[src/rtl/mem_ctrl_pkg.sv]
// Shared definitions for the MEM-stage memory/UART access controller.
// Holds the FSM state encodings, the UART register map defaults and status bit positions,
// the strobe polarity, and the counter width helper used by the wait timer.
package mem_ctrl_pkg;

  typedef logic [2:0] state_t;

  localparam state_t ST_IDLE         = 3'd0;
  localparam state_t ST_SRAM_RD      = 3'd1;
  localparam state_t ST_SRAM_WR      = 3'd2;
  localparam state_t ST_UART_RD      = 3'd3;
  localparam state_t ST_UART_WR      = 3'd4;
  localparam state_t ST_DONE         = 3'd5;
  localparam state_t ST_UART_RD_WAIT = 3'd6;
  localparam state_t ST_UART_WR_WAIT = 3'd7;

  localparam logic [15:0] UART_DATA_ADDR_DEF = 16'hBF00;
  localparam logic [15:0] UART_STAT_ADDR_DEF = 16'hBF01;

  // Status register layout: bit0 = transmitter idle, bit1 = receive data ready.
  localparam int STAT_TX_IDLE  = 0;
  localparam int STAT_RX_READY = 1;

  // All RAM and UART strobes are active-low.
  localparam logic STROBE_ON  = 1'b0;
  localparam logic STROBE_OFF = 1'b1;

  // States in which a bus strobe is asserted and the wait counter runs.
  function automatic logic is_strobe(input state_t s);
    return (s == ST_SRAM_RD) || (s == ST_SRAM_WR) || (s == ST_UART_RD) || (s == ST_UART_WR);
  endfunction

  // max(1, clog2(wait_cycles+1))
  function automatic int cnt_w(input int wait_cycles);
    int w;
    w = $clog2(wait_cycles + 1);
    return (w < 1) ? 1 : w;
  endfunction

endpackage

[src/rtl/mem_wait_timer.sv]
// Loadable down-counter timing the strobe window of one access.
// Latency: zero_o reflects the registered count; a load takes effect on the next edge.
// Backpressure: none; it counts whenever dec_i is high and saturates at zero.
// Ports: clk_i/rst_ni clock and async active-low reset; load_i reloads WAIT_CYCLES;
//        dec_i decrements; zero_o is high while the count is zero.
module mem_wait_timer
  import mem_ctrl_pkg::*;
#(
  parameter int WAIT_CYCLES = 1
) (
  input  logic clk_i,
  input  logic rst_ni,
  input  logic load_i,
  input  logic dec_i,
  output logic zero_o
);

  localparam int CW = cnt_w(WAIT_CYCLES);
  localparam logic [CW-1:0] LOAD_VAL = CW'(WAIT_CYCLES);

  logic [CW-1:0] cnt_q, cnt_d;

  always_comb begin
    cnt_d = cnt_q;
    if (load_i) begin
      cnt_d = LOAD_VAL;
    end else if (dec_i && (cnt_q != '0)) begin
      cnt_d = cnt_q - CW'(1);
    end
  end

  always_ff @(posedge clk_i or negedge rst_ni) begin
    if (!rst_ni) begin
      cnt_q <= '0;
    end else begin
      cnt_q <= cnt_d;
    end
  end

  assign zero_o = (cnt_q == '0);

endmodule

[src/rtl/mem_ctrl.sv]
// Multi-cycle SRAM1 / UART access controller for the MEM stage.
// Latency: strobe held WAIT_CYCLES+1 cycles after accept, then a one-cycle done; status register accesses finish right after accept.
// Backpressure: mco_stall freezes the upstream pipeline from request until done; requests are only sampled in IDLE.
// Ports: mci_req_* request from exe_mem; mco_done/mco_rdata completion to mem_wb; mco_ram_* drive SRAM1
//        (active-low strobes, registered so they are glitch-free); mco_uart_* strobe the UART; mci_uart_* are UART status.
// Build option MEM_CTRL_UART_BLOCK_EN: UART data reads wait for data_ready before the strobe, UART data writes
// wait for tbre and tsre after the strobe. Without it, software polls the status register instead.
module mem_ctrl
  import mem_ctrl_pkg::*;
#(
  parameter int DATA_W      = 16,
  parameter int ADDR_W      = 16,
  parameter int WAIT_CYCLES = 1,
  parameter logic [ADDR_W-1:0] UART_DATA_ADDR = ADDR_W'(UART_DATA_ADDR_DEF),
  parameter logic [ADDR_W-1:0] UART_STAT_ADDR = ADDR_W'(UART_STAT_ADDR_DEF)
) (
  input  logic              mci_clk,
  input  logic              mci_rst,
  input  logic              mci_req_valid,
  input  logic              mci_req_we,
  input  logic [ADDR_W-1:0] mci_req_addr,
  input  logic [DATA_W-1:0] mci_req_wdata,
  output logic              mco_stall,
  output logic              mco_done,
  output logic [DATA_W-1:0] mco_rdata,
  output logic              mco_ram_en,
  output logic              mco_ram_we,
  output logic              mco_ram_oe,
  output logic [ADDR_W-1:0] mco_ram_addr,
  output logic [DATA_W-1:0] mco_ram_dout,
  output logic              mco_ram_doe,
  input  logic [DATA_W-1:0] mci_ram_din,
  input  logic              mci_uart_tbre,
  input  logic              mci_uart_tsre,
  input  logic              mci_uart_data_ready,
  output logic              mco_uart_wrn,
  output logic              mco_uart_rdn
);

  state_t            state_q, state_d;
  logic [ADDR_W-1:0] addr_q, addr_d;
  logic [DATA_W-1:0] wdata_q, wdata_d;
  logic [DATA_W-1:0] rdata_q, rdata_d;
  logic [ADDR_W-1:0] ram_addr_q, ram_addr_d;
  logic              ram_en_q, ram_en_d;
  logic              ram_we_q, ram_we_d;
  logic              ram_oe_q, ram_oe_d;
  logic              ram_doe_q, ram_doe_d;
  logic              wrn_q, wrn_d;
  logic              rdn_q, rdn_d;
  logic              tmr_load, tmr_zero;
  logic [DATA_W-1:0] stat_word;
  logic [DATA_W-1:0] uart_byte;

  always_comb begin
    stat_word                = '0;
    stat_word[STAT_RX_READY] = mci_uart_data_ready;
    stat_word[STAT_TX_IDLE]  = mci_uart_tbre & mci_uart_tsre;
  end

  assign uart_byte = {{(DATA_W-8){1'b0}}, mci_ram_din[7:0]};

  always_comb begin
    state_d = state_q;
    addr_d  = addr_q;
    wdata_d = wdata_q;
    rdata_d = rdata_q;
    case (state_q)
      ST_IDLE: begin
        if (mci_req_valid) begin
          addr_d  = mci_req_addr;
          wdata_d = mci_req_wdata;
          if (mci_req_addr == UART_STAT_ADDR) begin
            // Status register: read completes immediately, writes are dropped.
            state_d = ST_DONE;
            if (!mci_req_we) rdata_d = stat_word;
          end else if (mci_req_addr == UART_DATA_ADDR) begin
`ifdef MEM_CTRL_UART_BLOCK_EN
            state_d = mci_req_we ? ST_UART_WR : ST_UART_RD_WAIT;
`else
            state_d = mci_req_we ? ST_UART_WR : ST_UART_RD;
`endif
          end else begin
            state_d = mci_req_we ? ST_SRAM_WR : ST_SRAM_RD;
          end
        end
      end
      ST_SRAM_RD: begin
        if (tmr_zero) begin
          rdata_d = mci_ram_din;
          state_d = ST_DONE;
        end
      end
      ST_SRAM_WR: begin
        if (tmr_zero) state_d = ST_DONE;
      end
      ST_UART_RD: begin
        if (tmr_zero) begin
          rdata_d = uart_byte;
          state_d = ST_DONE;
        end
      end
      ST_UART_WR: begin
`ifdef MEM_CTRL_UART_BLOCK_EN
        if (tmr_zero) state_d = ST_UART_WR_WAIT;
`else
        if (tmr_zero) state_d = ST_DONE;
`endif
      end
`ifdef MEM_CTRL_UART_BLOCK_EN
      ST_UART_RD_WAIT: begin
        if (mci_uart_data_ready) state_d = ST_UART_RD;
      end
      ST_UART_WR_WAIT: begin
        if (mci_uart_tbre && mci_uart_tsre) state_d = ST_DONE;
      end
`endif
      ST_DONE: state_d = ST_IDLE;
      default: state_d = ST_IDLE;
    endcase
  end

  // Reload the timer on entry to any strobe state so the window is always WAIT_CYCLES+1 long.
  assign tmr_load = is_strobe(state_d) && !is_strobe(state_q);

  mem_wait_timer #(
    .WAIT_CYCLES(WAIT_CYCLES)
  ) u_timer (
    .clk_i (mci_clk),
    .rst_ni(mci_rst),
    .load_i(tmr_load),
    .dec_i (is_strobe(state_q)),
    .zero_o(tmr_zero)
  );

  // Strobes and address are decoded from the next state and registered, so they change
  // together with the state and never glitch on the SRAM/UART pins.
  always_comb begin
    ram_en_d   = STROBE_OFF;
    ram_we_d   = STROBE_OFF;
    ram_oe_d   = STROBE_OFF;
    ram_doe_d  = 1'b0;
    wrn_d      = STROBE_OFF;
    rdn_d      = STROBE_OFF;
    ram_addr_d = is_strobe(state_d) ? addr_d : '0;
    case (state_d)
      ST_SRAM_RD: begin ram_en_d = STROBE_ON; ram_oe_d = STROBE_ON; end
      ST_SRAM_WR: begin ram_en_d = STROBE_ON; ram_we_d = STROBE_ON; ram_doe_d = 1'b1; end
      ST_UART_RD: rdn_d = STROBE_ON;
      ST_UART_WR: begin wrn_d = STROBE_ON; ram_doe_d = 1'b1; end
      default: ;
    endcase
  end

  always_ff @(posedge mci_clk or negedge mci_rst) begin
    if (!mci_rst) begin
      state_q    <= ST_IDLE;
      addr_q     <= '0;
      wdata_q    <= '0;
      rdata_q    <= '0;
      ram_addr_q <= '0;
      ram_en_q   <= STROBE_OFF;
      ram_we_q   <= STROBE_OFF;
      ram_oe_q   <= STROBE_OFF;
      ram_doe_q  <= 1'b0;
      wrn_q      <= STROBE_OFF;
      rdn_q      <= STROBE_OFF;
    end else begin
      state_q    <= state_d;
      addr_q     <= addr_d;
      wdata_q    <= wdata_d;
      rdata_q    <= rdata_d;
      ram_addr_q <= ram_addr_d;
      ram_en_q   <= ram_en_d;
      ram_we_q   <= ram_we_d;
      ram_oe_q   <= ram_oe_d;
      ram_doe_q  <= ram_doe_d;
      wrn_q      <= wrn_d;
      rdn_q      <= rdn_d;
    end
  end

  // In IDLE the stall follows the request combinationally; reset masks it so a held
  // request cannot freeze the pipeline while the controller is being reset.
  assign mco_stall    = (state_q == ST_IDLE) ? (mci_req_valid & mci_rst) : (state_q != ST_DONE);
  assign mco_done     = (state_q == ST_DONE);
  assign mco_rdata    = rdata_q;
  assign mco_ram_en   = ram_en_q;
  assign mco_ram_we   = ram_we_q;
  assign mco_ram_oe   = ram_oe_q;
  assign mco_ram_addr = ram_addr_q;
  assign mco_ram_dout = wdata_q;
  assign mco_ram_doe  = ram_doe_q;
  assign mco_uart_wrn = wrn_q;
  assign mco_uart_rdn = rdn_q;

endmodule
[config.mk]
export PLATFORM = sky130hd
export DESIGN_NAME = mem_ctrl
export DESIGN_NICKNAME = d
export VERILOG_FILES = /design/src/rtl/mem_ctrl_pkg.sv /design/src/rtl/mem_wait_timer.sv /design/src/rtl/mem_ctrl.sv
export SDC_FILE = /design/constraint.sdc
export NUM_CORES = 1
export LEC_CHECK = 0
export ABC_AREA = 1
export CAP_MARGIN = 20
export CELL_PAD_IN_SITES_DETAIL_PLACEMENT = 1
export CELL_PAD_IN_SITES_GLOBAL_PLACEMENT = 2
export CORE_ASPECT_RATIO = 1.75
export CORE_UTILIZATION = 23
export CTS_BUF_LIST = sky130_fd_sc_hd__clkbuf_16
export DETAILED_ROUTE_END_ITERATION = 7
export PLACE_DENSITY = 0.73
export SYNTH_ARGS = -nofsm -noshare
export SYNTH_HDL_FRONTEND = slang
export SYNTH_SLANG_ARGS = --single-unit
[constraint.sdc]
create_clock -name mci_clk -period 1.5 [get_ports mci_clk]
set_input_delay 0.3 -clock mci_clk [delete_from_list [all_inputs] [get_ports mci_clk]]
set_output_delay 0.3 -clock mci_clk [all_outputs]
set_load 0.03 [all_outputs]
==> impl_metrics.env, run 1 <==
export IMPL_status="finished, violations left"
export IMPL_violations="hold timing, setup timing"
export IMPL_cts_buffer_depth=2
export IMPL_powerDensity_nw_per_um2=2359
export IMPL_post_synth_num_cell_types=25
export IMPL_arrival_ns=1.52
export IMPL_num_vias=2894
export IMPL_grt_pass1_vias=3267
export IMPL_synth_nets=400
export IMPL_setup_violations=39
export IMPL_relSlewSlack_pct=73.25
export IMPL_hold_slack_ns=-0.009180
export IMPL_final_cell_area_um2=5507
export IMPL_min_path_type="in2async"
export IMPL_crit_path_end_kind="primary output"
export IMPL_layout_min_cycle_time_ns=1.819
export IMPL_yosysSeqAreaShare_pct=60.94
export IMPL_critPathLaunchType="flop"
export IMPL_grt_pass1_wl_um=16130
export IMPL_yosysMostFrequentCell="nand2_1"
export IMPL_cp_cell_sequence="nor2_4, nand2_2, nor2_4, buf_6, nand2_2, o21ai_2, buf_12"
export IMPL_synth_cell_area_um2=3049
export IMPL_cts_sinks=74
export IMPL_ys_flop_type="dfrtp_1"
export IMPL_worst_path_buf_inv=2
export IMPL_detail_route_antenna_nets=0
export IMPL_start_util_pct=23.57
export IMPL_ios=111
export IMPL_place_congestion=0.7981
export IMPL_placementRows=55
export IMPL_ctsHtreeMaxLevel=3
export IMPL_cap_violations=0
export IMPL_finalNonFillerCells=689
export IMPL_synth_top_cell_by_area="dfrtp_1"
export IMPL_critical_path_max_stage_delay_ns=0.45
export IMPL_portBuffers=110
export IMPL_avgRoutedWirePerCell_um=14.95
export IMPL_path_class="reg2out"
export IMPL_dieArea_um2=13740
export IMPL_routed_wl_um=10300
export IMPL_hold_violations=11
export IMPL_clk_latency_ns=0.34
export IMPL_synth_cells=344
export IMPL_fin_nets=569
export IMPL_synth_xor_area_share_pct=0
export IMPL_worst_pin_slew_ns=0.4013
export IMPL_track_usage_pct=15.62
export IMPL_gr_usage_met3_pct=3.095
export IMPL_cp_slowest_cell="dfrtp_2"
export IMPL_drt_initial_drc_count=45
export IMPL_yosysWarnings=0
export IMPL_setup_ws_ns=-0.3192
export IMPL_hpwl_um=6620
export IMPL_dp_cells=651
export IMPL_synth_top_family_by_area="simple AND/OR/NAND/NOR gates"
export IMPL_crit_fanout=4
export IMPL_netlist_top_cells_area="dfrtp_1 57%, nand2_1 19%, dfstp_2 4.3%"
export IMPL_ir_worst_vdd_uv=808.3
export IMPL_clk_pin_slew_ns=0.06
export IMPL_cp_startpoint="state_q[1]"
export IMPL_antenna_found_initial=0
export IMPL_top_usage_layer="met2"
export IMPL_synth_enable_flop_cells=0
export IMPL_post_drt_via_cell_ratio=4.200
export IMPL_met2_usage_pct=30.00
export IMPL_dieHeight_um=154.3
export IMPL_cts_inserted_buffers=9
export IMPL_ys_ff_latch=74
export IMPL_synthAdderAreaFrac_pct=0.4103
export IMPL_yosys_area_share_simple_pct=28.27
export IMPL_synthToLayoutAreaGrowth_pct=80.59
export IMPL_cts_root_buffer="clkbuf_16"
export IMPL_core_um2=12940
export IMPL_power_leakage_nw=2.969
export IMPL_met1_usage_pct=15.62
export IMPL_cts_tree="done"
export IMPL_die_w_um=89.04
export IMPL_period_share_pct=121.3
export IMPL_avgSynthCellArea_um2=8.864
export IMPL_drive_gt1_share_pct=42.47
export IMPL_antenna_cells=0
export IMPL_max_freq_ghz=0.5497
export IMPL_cp_data_required_time_ns=1.20
export IMPL_muxShareOfSynthArea_pct=0.3283
export IMPL_fin_skew_ns=0.009643
export IMPL_drv_slew=0
export IMPL_synth_top_area_share_pct=56.63
export IMPL_drcViolationCount=0
export IMPL_grt_max_degree=75
export IMPL_async_flop_share_pct=100.0
export IMPL_rr_startpoint="state_q[1]"
export IMPL_grt_overflow_total=0
export IMPL_cp_top_family="flip-flops"
export IMPL_place_area_um2=4644
export IMPL_synth_compound_area_share_pct=4.103
export IMPL_rsz0062_at_grt="yes"
export IMPL_drt_pass1_iter_count=3
export IMPL_ys_top_cells_by_count="154 x nand2_1, 69 x dfrtp_1, 22 x inv_1"
==> cell families (layout without fill, tap and decap cells) <==
logic type,after synthesis,in the layout
compound gates,25,25
fa+ha+maj,1,1
buf+inv,46,220
flops,74,74
mux,1,1
simple gates,197,197
==> layout make-up <==
cell class,count,area (um^2)
clock buffers,9,225.2
clock inverters,7,68.82
fillers,1531,7431
inverters,36,140.1
multi-input cells,224,1429
flip-flops and latches,74,1861
well taps,171,214.0
repair buffers,168,1569
==> final timing paths <==
check                      cells after the start         endpoint  slack, ns
max in group asynchronous                      2     mco_uart_wrn       1.18
min in group mci_clk                           3        addr_q[2]       0.23
setup reg to reg                              13    u_timer.cnt_q      -0.30
hold / removal                                 2    mco_rdata[14]     -0.009
hold reg to reg                                2  mco_ram_dout[9]       0.47
setup / recovery                               7        mco_stall      -0.32
==> stage by stage <==
| step | setup TNS, ns | hold WS, ns | setup slack (ns) | total power [W] | utilization, % |
|---|---|---|---|---|---|
| floorplan | -3.700 | 0.004409 | -0.2687 | 0.006330 | - |
| global placement | -36.35 | 0.3574 | -0.9914 | 0.008712 | 35.90 |
| detailed placement | -39.79 | 0.3632 | -1.082 | 0.008879 | 35.90 |
| CTS | -8.436 | 0.008849 | -0.3457 | 0.01241 | 40.36 |
| global route | -11.00 | 0.02920 | -0.3837 | 0.01382 | 42.56 |
| finish | -7.924 | -0.009180 | -0.3192 | 0.01299 | 42.56 |
==> cell usage in the layout, fill, tap and decap left out, drive strengths merged <==
cell type and instances:
nand2 170, buf 75, dfstp 5, mux2i 1, inv 39, clkinv 3
dlygate4sd2 48, nor4 1, o21ai 24, nor2 14, ha 1, clkdlybuf4s15 2
nand4 6, bufinv 1, clkbuf 15, dfrtp 69, a21oi 1, clkdlybuf4s50 37
nor3 2, nand3 4
==> flip-flops by register name, indices dropped and copies added (netlist names) <==
name,flops
mco_ram_en,1
mco_ram_oe,1
mco_ram_dout,16
u_timer.cnt_q,1
mco_uart_wrn,1
mco_rdata,16
mco_uart_rdn,1
mco_ram_addr,16
mco_ram_we,1
addr_q,16
mco_ram_doe,1
state_q,3
==> routing by layer <==
metal	vias to the layer above	part of all wire (%)	wire length, um
met5	-	0	0
met4	0	2.1	219
met3	12	3.5	365
met2	64	59	6079
met1	1432	35	3637
li1	1386	-	-
==> power by group <==
group          leakage, nW  switching (W)  internal (W)
sequential           0.939       0.000413       0.00281
clock                0.149       0.000865       0.00129
combinational         1.88        0.00444       0.00318
total                 2.97        0.00572       0.00728
==> worst reg2reg max path: stages, from the launching register on <==
cell and delay (ns):
dfrtp_2 0.45, nor2_4 0.14, buf_6 0.12, nand4_1 0.10, buf_4 0.17, nand2_4 0.08, inv_4 0.05, nand3_2 0.08
inv_2 0.05, nand2_4 0.06, nand3_4 0.12, buf_8 0.18, nand2_2 0.06, nand2_2 0.04
==> timing repair <==
item | 4_1_cts | 5_1_grt
cloned | 2 | 3
gates resized for setup | 174 | 99
hold buffers | 0 | 0
pin swaps | 24 | 22
buffers inserted | 16 | 8
endpoints found under the setup margin | 94 | 63
No activity file was read; power rests on OpenSTA's default activity.
==> run 2, diff against run 1 <==
--- a/config.mk
+++ b/config.mk
@@ -13,6 +13,7 @@
 export CORE_UTILIZATION = 23
 export CTS_BUF_LIST = sky130_fd_sc_hd__clkbuf_16
 export DETAILED_ROUTE_END_ITERATION = 7
+export GPL_ROUTABILITY_DRIVEN = 0
 export PLACE_DENSITY = 0.73
 export SYNTH_ARGS = -nofsm -noshare
 export SYNTH_HDL_FRONTEND = slang
==> results of run 2 <==
Same layout as run 1: the final DEF is identical, and so are final timing and power.
